File: src/rtl/paula_uart_sched.sv
// Shares the Paula UART register port between CPU accesses and an engine that
// programs SERPER, feeds SERDAT from a TX FIFO and drains SERDATR on receive.
module paula_uart_sched #(
  parameter int          FIFO_DEPTH = 4,
  parameter bit          INIT_EN    = 1'b1,
  parameter logic [15:0] INIT_PER   = 16'h001D
) (
  input  logic        clk,
  input  logic        clk7_en,
  input  logic        reset,
  input  logic [7:0]  cpu_rga_i,
  input  logic [15:0] cpu_data_i,
  output logic [7:0]  uart_rga_o,
  output logic [15:0] uart_data_o,
  input  logic [15:0] uart_data_i,
  input  logic        rxint,
  input  logic        per_wr,
  input  logic [15:0] per_val,
  input  logic [7:0]  tx_byte,
  input  logic        tx_valid,
  output logic        tx_ready,
  output logic [7:0]  rx_byte,
  output logic        rx_valid,
  input  logic        rx_ready,
  output logic        rbf_clr,
  output logic        rx_overflow,
  output logic        per_busy,
  output logic [2:0]  dbg_state
);

  localparam int AW = (FIFO_DEPTH > 1) ? $clog2(FIFO_DEPTH) : 1;
  localparam int CW = $clog2(FIFO_DEPTH) + 1;

  localparam logic [7:0] RGA_SERDATR = 8'h0C;
  localparam logic [7:0] RGA_SERDAT  = 8'h18;
  localparam logic [7:0] RGA_SERPER  = 8'h19;
  localparam logic [7:0] RGA_IDLE    = 8'hFF;

  typedef enum logic [2:0] {
    S_INIT, S_IDLE, S_WRPER, S_RXRD, S_RXCLR, S_POLL, S_WRDAT
  } state_t;

  // Handshakes: a byte moves on tx/rx only in a cycle where clk7_en, valid
  // and ready are all high; valid never waits on ready.

  state_t          state, state_nxt;
  logic [7:0]      fifo_mem [FIFO_DEPTH];
  logic [AW-1:0]   wr_ptr, rd_ptr;
  logic [CW-1:0]   count;
  logic            rx_pend, per_pend;
  logic [15:0]     per_reg;
  logic [7:0]      eng_rga;
  logic [15:0]     eng_data;
  logic            cpu_idle, grant, full, push, pop;
  logic            rx_take, rx_consume, rx_accept, per_done;
  logic            unused_data_bits;

  assign cpu_idle    = (cpu_rga_i == RGA_IDLE);
  assign grant       = clk7_en & cpu_idle;
  assign uart_rga_o  = cpu_idle ? eng_rga  : cpu_rga_i;
  assign uart_data_o = cpu_idle ? eng_data : cpu_data_i;

  assign full       = (count == CW'(FIFO_DEPTH));
  assign tx_ready   = ~full;
  assign push       = clk7_en & tx_valid & ~full;
  assign pop        = grant & (state == S_WRDAT);
  assign rx_take    = grant & (state == S_RXRD);
  assign per_done   = grant & (state == S_WRPER);
  assign rx_consume = clk7_en & rx_valid & rx_ready;
  assign rx_accept  = ~rx_valid | rx_consume;

  assign per_busy  = per_pend;
  assign dbg_state = state;

  assign unused_data_bits = ^{uart_data_i[15:14], uart_data_i[12:8]};

  always_comb begin
    state_nxt = state;
    eng_rga   = RGA_IDLE;
    eng_data  = 16'h0000;
    rbf_clr   = 1'b0;
    case (state)
      S_INIT: begin
        eng_rga  = RGA_SERPER;
        eng_data = INIT_PER;
        if (grant) state_nxt = S_IDLE;
      end
      S_IDLE: begin
        if (clk7_en) begin
          if (rx_pend)              state_nxt = S_RXRD;
          else if (per_pend)        state_nxt = S_WRPER;
          else if (count != '0)     state_nxt = S_POLL;
        end
      end
      S_WRPER: begin
        eng_rga  = RGA_SERPER;
        eng_data = per_reg;
        if (grant) state_nxt = S_IDLE;
      end
      S_RXRD: begin
        eng_rga = RGA_SERDATR;
        if (grant) state_nxt = S_RXCLR;
      end
      S_RXCLR: begin
        // No bus slot: the clear pulse goes to INTREQ logic, not the UART port.
        rbf_clr = clk7_en;
        if (clk7_en) state_nxt = S_IDLE;
      end
      S_POLL: begin
        eng_rga = RGA_SERDATR;
        if (grant) state_nxt = uart_data_i[13] ? S_WRDAT : S_IDLE;
      end
      S_WRDAT: begin
        eng_rga  = RGA_SERDAT;
        eng_data = {7'b0, 1'b1, fifo_mem[rd_ptr]};
        if (grant) state_nxt = S_IDLE;
      end
      default: state_nxt = S_IDLE;
    endcase
  end

  always_ff @(posedge clk) begin
    if (reset) begin
      state <= INIT_EN ? S_INIT : S_IDLE;
    end else begin
      state <= state_nxt;
    end
  end

  always_ff @(posedge clk) begin
    if (push) fifo_mem[wr_ptr] <= tx_byte;
  end

  always_ff @(posedge clk) begin
    if (reset) begin
      wr_ptr <= '0;
      rd_ptr <= '0;
      count  <= '0;
    end else begin
      if (push) wr_ptr <= wr_ptr + AW'(1);
      if (pop)  rd_ptr <= rd_ptr + AW'(1);
      case ({push, pop})
        2'b10:   count <= count + CW'(1);
        2'b01:   count <= count - CW'(1);
        default: count <= count;
      endcase
    end
  end

  // A new request in the same cycle as the slot that services the old one wins.
  always_ff @(posedge clk) begin
    if (reset) begin
      rx_pend  <= 1'b0;
      per_pend <= 1'b0;
      per_reg  <= 16'h0000;
    end else begin
      if (clk7_en & rxint) rx_pend <= 1'b1;
      else if (rx_take)    rx_pend <= 1'b0;
      if (clk7_en & per_wr) begin
        per_reg  <= per_val;
        per_pend <= 1'b1;
      end else if (per_done) begin
        per_pend <= 1'b0;
      end
    end
  end

  always_ff @(posedge clk) begin
    if (reset) begin
      rx_byte     <= 8'h00;
      rx_valid    <= 1'b0;
      rx_overflow <= 1'b0;
    end else begin
      if (rx_take) begin
        if (rx_accept) begin
          rx_byte  <= uart_data_i[7:0];
          rx_valid <= 1'b1;
        end else begin
          rx_overflow <= 1'b1;
        end
      end else if (rx_consume) begin
        rx_valid <= 1'b0;
      end
    end
  end

endmodule
File: config.mk
export PLATFORM = sky130hd
export DESIGN_NAME = paula_uart_sched
export DESIGN_NICKNAME = d
export VERILOG_FILES = /design/src/rtl/paula_uart_sched.sv
export SDC_FILE = /design/constraint.sdc
export NUM_CORES = 1
export LEC_CHECK = 0
export CORE_MARGIN = 1
export CORE_UTILIZATION = 46
export CTS_CLUSTER_SIZE = 40
export DETAILED_ROUTE_END_ITERATION = 6
export GPL_TIMING_DRIVEN = 0
export PLACE_DENSITY = 0.8
export SLEW_MARGIN = 0
export SYNTH_ARGS = -nofsm -noshare
export SYNTH_HDL_FRONTEND = slang
export SYNTH_SLANG_ARGS = --single-unit
File: constraint.sdc
create_clock -name clk -period 3.2 [get_ports clk]
set_input_delay 0.96 -clock clk [delete_from_list [all_inputs] [get_ports clk]]
set_output_delay 0.96 -clock clk [all_outputs]
set_load 0.02 [all_outputs]
# == Word-level counts from Yosys, hierarchy flattened ==
# Memory sizes are Yosys's and may differ from the RTL's. A register that Yosys moved wholly into a read port is not among the register bits.
# Cells that the tools add are included.
# op_classes
add_sub_neg,4
multipliers,0
n_div,0
order_cmp,0
eq_ne,17
shift,0
mux,27
n_bitwise,14
n_reduce_logical,13
# op_table
op,count
case mux 16 bit (3 select lines),1
2-to-1 mux 3 bit,9
case mux 8 bit (3 select lines),1
2-to-1 mux 16 bit,1
case mux 3 bit (5 select lines),1
"equality test 3 bit, second input constant",4
AND 1 bit,10
2-to-1 mux 1 bit,10
"equality test 8 bit, second input constant",1
2-to-1 mux 8 bit,1
"!= test 2 bit, second input constant",4
nonzero test 2 bit,4
"equality test 3 x 2 -> 1 bit, second input constant",2
case mux 3 bit (2 select lines),1
AND reduction 2 bit,3
AND reduction 6 bit,1
"adder 2 x 1 -> 2 bit, second input constant",2
2-to-1 mux 2 bit,2
"!= test 2 x 1 -> 1 bit, second input constant",2
"!= test 4 bit, second input constant",1
OR reduction 2 bit,2
"adder 3 x 1 -> 3 bit, second input constant",1
"equality test 3 x 1 -> 1 bit, second input constant",1
zero test 3 bit,1
other kinds (7),9
# word_totals
register_bits,38
latchBits,0
mem_bits_rw,32
romBits,0
output_inout_bits,40
wordCells,86
n_memories,1
# mem_list
name,words,word_bits,read_ports,rd_ports_with_merged_regs,write_ports,line,text
fifo_mem,4,8,1,1,1,47,logic [7:0] fifo_mem [FIFO_DEPTH];

# == Depth between registers and ports, before layout ==
# logic_depth
ltp_word,6
ltp_mapped,10
ltp_nobuf,9

# == Worst setup path after synthesis ==
# No wires, ideal clock.
# synth_timing
path_type,input-to-output
start,in cpu_rga_i[3]
end,out uart_data_o[8]
arrival_ns,2.346
slack_ns,-0.106
stages,5
path_buffers,2
path_cell_list,nand4_2 or2_1 clkbuf_1 clkbuf_1 o31ai_1
# synth_between
elab_chain_len,2
# synth_rtl
item,line,text
from (decl),11,"input logic [7:0] cpu_rga_i,"
equality test 8 bit,58,assign cpu_idle = (cpu_rga_i == RGA_IDLE);
2-to-1 mux 16 bit,61,assign uart_data_o = cpu_idle ? eng_data : cpu_data_i;
to (decl),14,"output logic [15:0] uart_data_o,"
# Every way passes these cells.

# == Final worst setup path ==
# layout_timing
start,in clk7_en
end,out rbf_clr
# layout_between
elab_chain_len,1
# layout_rtl
item,line,text
from (decl),9,"input logic clk7_en,"
2-to-1 mux 1 bit,82,case (state)
to (decl),25,"output logic rbf_clr,"
# Every way passes these cells.

==> results.txt <==
The count of nets left with antenna violations once routing finished came out at 0. The tools report the worst hold path startpoint as per_reg[13]$_SDFFE_PP0P_. Number of buffers inserted during clock tree synthesis: 9. The repair_antennas step left the layout with diodes totalling 0. The first global-routing pass estimated 12970 um of wire. Clock skew on the completed layout was measured at 0.005925 ns. The number of cells on the worst reg-to-reg path is 10.

The clock drives 72 sinks. The logs give 3 for the number of H-tree branching levels and 0.34 ns for the clock latency of the later-clocked register in the worst-skew pair. The tools report the global placement routability congestion as 0.9174. Sequential elements use 52.60% of the synthesized area. The number of nets handed over by synthesis was 408. The run gives 2759 as the via count of the first global-routing pass. Reported max-cap violation count: 0.

Net switching is 24.68% of the power. The run finished with clean final reports. The total of fill cells in the finished design is 540, and the CTS clock-pin slew for the worst setup and hold paths is 0.07 ns.

The worst setup path category was in2out. The floorplan has 30 rows. In this run the power density over the cells is 388.2 nW/um^2. Across all layers, the routed design uses 2906 vias. The mean routed wirelength per cell is 15.35 um.

By area the synthesized netlist is led by sky130_fd_sc_hd__edfxtp_1, sky130_fd_sc_hd__dfxtp_1, sky130_fd_sc_hd__nand2_1, sky130_fd_sc_hd__mux2_2, sky130_fd_sc_hd__a21oi_1. The synthesized design contains 72 register bits. The critical path ends at rbf_clr. The net switching power was 451.9 uW; the transition time at the pin with the least slew margin was 0.7447 ns. The logs give 331 for the instance count of the mapped netlist and 2.24 ns for the required time reported for the critical path endpoint. Derived from the worst setup path, the maximum achievable clock frequency is 0.3163 GHz. The static leakage power was 0.001748 uW; the total of endpoints with negative setup slack in the final report was 0. The run gives 68.30% as the final core utilization. Endpoint type of the worst setup path: an output port. The worst register-to-register path begins at dbg_state[1]$_SDFFE_PP0P_. The highest net fanout along the worst path works out to 10. The tools report the total overflow reported by the global router as 0. Share of the synthesized area in the top cell type: 28.69%. The design internal power came out at 1379 uW.

The die boundary width came out at 87.33 um. The tools report the part of the total power dissipated in sequential elements as 54.3%. Data arrives at the worst endpoint at 2.20 ns. The run gives 7627 sq um as the die outline area.

During I/O placement, the number of pins put on the boundary was 111. The share of post-route cells with drive strength above 1 was 21.62%. The worst register-to-register path ends at count[2]$_SDFFE_PP0P_.

The final layout contains routed wiring with a total length of 8506 um. In the global route stage, overall resource usage came out at 22.82%. The netlist uses 43 different library cells. During synthesis, Yosys emitted a total of 0 warnings. Classification of the worst-slack hold path: reg2reg. The growth of design area from synthesis to finish is 40.83%, and the flip-flop count of the largest register after layout is 32.

The setup check on the worst reg-to-reg path leaves a slack of 0.60 ns. Final net count: 530. After detailed routing, the number of remaining DRC violations is 0. The number of flops mapped to enable cells by yosys works out to 32.

The logs give 0 for the number of hold violations in the final report and 2 for the maximum number of buffers from clock root to sink. STA classifies the critical path startpoint as a primary input. The smallest clock period supported by the final layout is computed as 3.162 ns.

The run gives 0 as the number of antenna violations at the first check in global routing. Detailed placement finished with a half-perimeter wire length of 5928 um. Of the total power, combinational logic draws 12.4%. The first detailed-routing pass ran for 6 iterations. Root buffer cell: sky130_fd_sc_hd__clkbuf_8.

Normalized max-slew margin: 50.35%. In the post-synthesis netlist, the cell with the most instances is sky130_fd_sc_hd__nand2_1. The part of the cycle the worst path needs is 98.81%. During placement, the flow inserted port buffers numbering 103. For the post-synthesis instance area, the log shows 3349 sq um. By count the netlist is led by sky130_fd_sc_hd__nand2_1, sky130_fd_sc_hd__dfxtp_1, sky130_fd_sc_hd__edfxtp_1.

The number of pins exceeding their max-slew limit in the final report was 0. The maximum ir drop on the vdd rail is 0.2619 mV. The pin count of the biggest net entering global routing was 13.

Initial standard-cell utilization of the core: 48.50%. The logs give 247 for the violation count after the first detailed-routing iteration and 6907 sq um for the area of the core. The tightest hold margin is 0.4586 ns. The cell type with the largest total area after synthesis is sky130_fd_sc_hd__edfxtp_1.

The clock network accounts for 33.3% of the total power. The share of flip-flops with an asynchronous set or reset came out at 0%. The die height came out at 87.33 um. The tools report the overall power of the completed layout as 1831 uW. The run gives 0 as the hold buffer count at cts.

After detailed routing, the number of vias per cell comes to 5.245. TritonCTS built the clock tree. Mean instance size in the synthesized netlist: 10.12 sq um.

The critical path starts at clk7_en. The predominant post-synthesis flop cell was sky130_fd_sc_hd__dfxtp_1.
-- cells in the final DEF (no fill, tap or decap), drive strengths merged, types with 2 or more instances in the layout --
cell / synthesis / routed
clkdlybuf4s50: 0 / 71
nand2: 64 / 64
dfxtp: 40 / 40
buf: 6 / 38
edfxtp: 32 / 32
nor2: 28 / 28
clkbuf: 14 / 26
a21oi: 25 / 25
nand3: 17 / 17
mux2: 12 / 12
mux2i: 10 / 10
inv: 9 / 8
nor2b: 8 / 8
nand2b: 7 / 7
clkdlybuf4s15: 0 / 6
and2: 5 / 5
o21ai: 5 / 5
nor3: 5 / 5
ha: 5 / 5
mux4: 4 / 4
a22o: 4 / 4
a32o: 4 / 4
clkinv: 0 / 4
clkinvlp: 0 / 3
xor2: 3 / 3
xnor2: 3 / 3
a2111oi: 3 / 3
nand4: 2 / 2
or3: 2 / 2
nor4: 2 / 2
or2: 2 / 2
-- area by class of cell --
cell class / count / area, sq um / area share, %
sequential: 72 / 1763 / 37.37
multi-input combinational: 230 / 1531 / 32.47
timing repair buffer: 114 / 1011 / 21.43
clock buffer: 10 / 127.6 / 2.706
tap: 96 / 120.1 / 2.546
buffer: 17 / 90.09 / 1.910
inverter: 9 / 37.54 / 0.7958
clock inverter: 6 / 36.28 / 0.7692
-- power by group through the flow --
| stage | sequential (uW) | combinational [uW] | clock [uW] |
|---|---|---|---|
| finish | 994 | 227 | 610 |
| CTS | 994 | 229 | 617 |
| global route | 996 | 246 | 660 |
| detailed placement | 1010 | 233 | 0 |
| floorplan | 1010 | 95.5 | 0 |
| global placement | 1010 | 229 | 0 |
-- logic make-up after synthesis --
group           count (synthesis)  share of synthesized area (%)
simple gates                  144                          20.47
flops                          72                          52.60
compound gates                 48                          9.788
buf+inv                        29                          3.399
mux                            26                          9.713
xor+xnor                        6                          1.569
fa+ha+maj                       6                          2.465
-- how the worst min path moves through the flow --
| stage | to | slack, ns | cells after the start |
|---|---|---|---|
| 5_1_grt | per_reg[2]$_SDFFE_PP0P_ | 0.48 | 2 |
| 3_5_place_dp | per_reg[10]$_SDFFE_PP0P_ | 0.45 | 2 |
| 6_report | per_reg[13]$_SDFFE_PP0P_ | 0.46 | 2 |
| 4_1_cts | per_reg[9]$_SDFFE_PP0P_ | 0.46 | 2 |
| 3_3_place_gp | per_reg[2]$_SDFFE_PP0P_ | 0.44 | 2 |
| 2_1_floorplan | per_reg[0]$_SDFFE_PP0P_ | 0.43 | 2 |
-- per-layer routing --
layer | part of all wire [%] | track usage (%)
met1 | 41 | 28.20
met2 | 50 | 38.64
met3 | 7.1 | 5.877
met4 | 1.8 | 7.899
met5 | 0 | 0
-- per-stage QoR --
step	area, sq um	setup TNS, ns	std cells	worst slack [ns]
final	4717	0	554	0.03802
after floorplan	3354	0	331	0.03838
after global routing	4717	-0.01502	554	-0.009292
after CTS	4752	0	549	0.001216
after detailed placement	4506	-26.14	530	-1.216
after global placement	4506	-24.41	530	-1.197
-- what timing repair did --
action | 4_1_cts | 5_1_grt
setup endpoints to repair | 26 | 20
pin swaps | 5 | 5
gates cloned | 0 | 1
endpoints found under the hold margin | 0 | 0
gates resized for setup | 122 | 30
buffers inserted | 6 | 4
-- critical path: stages --
cell and delay [ns]:
sky130_fd_sc_hd__clkdlybuf4s50_1 0.51, sky130_fd_sc_hd__buf_4 0.21, sky130_fd_sc_hd__clkinvlp_4 0.15, sky130_fd_sc_hd__nor3_1 0.18, sky130_fd_sc_hd__buf_2 0.20
No activity file was read; power rests on OpenSTA's default activity.
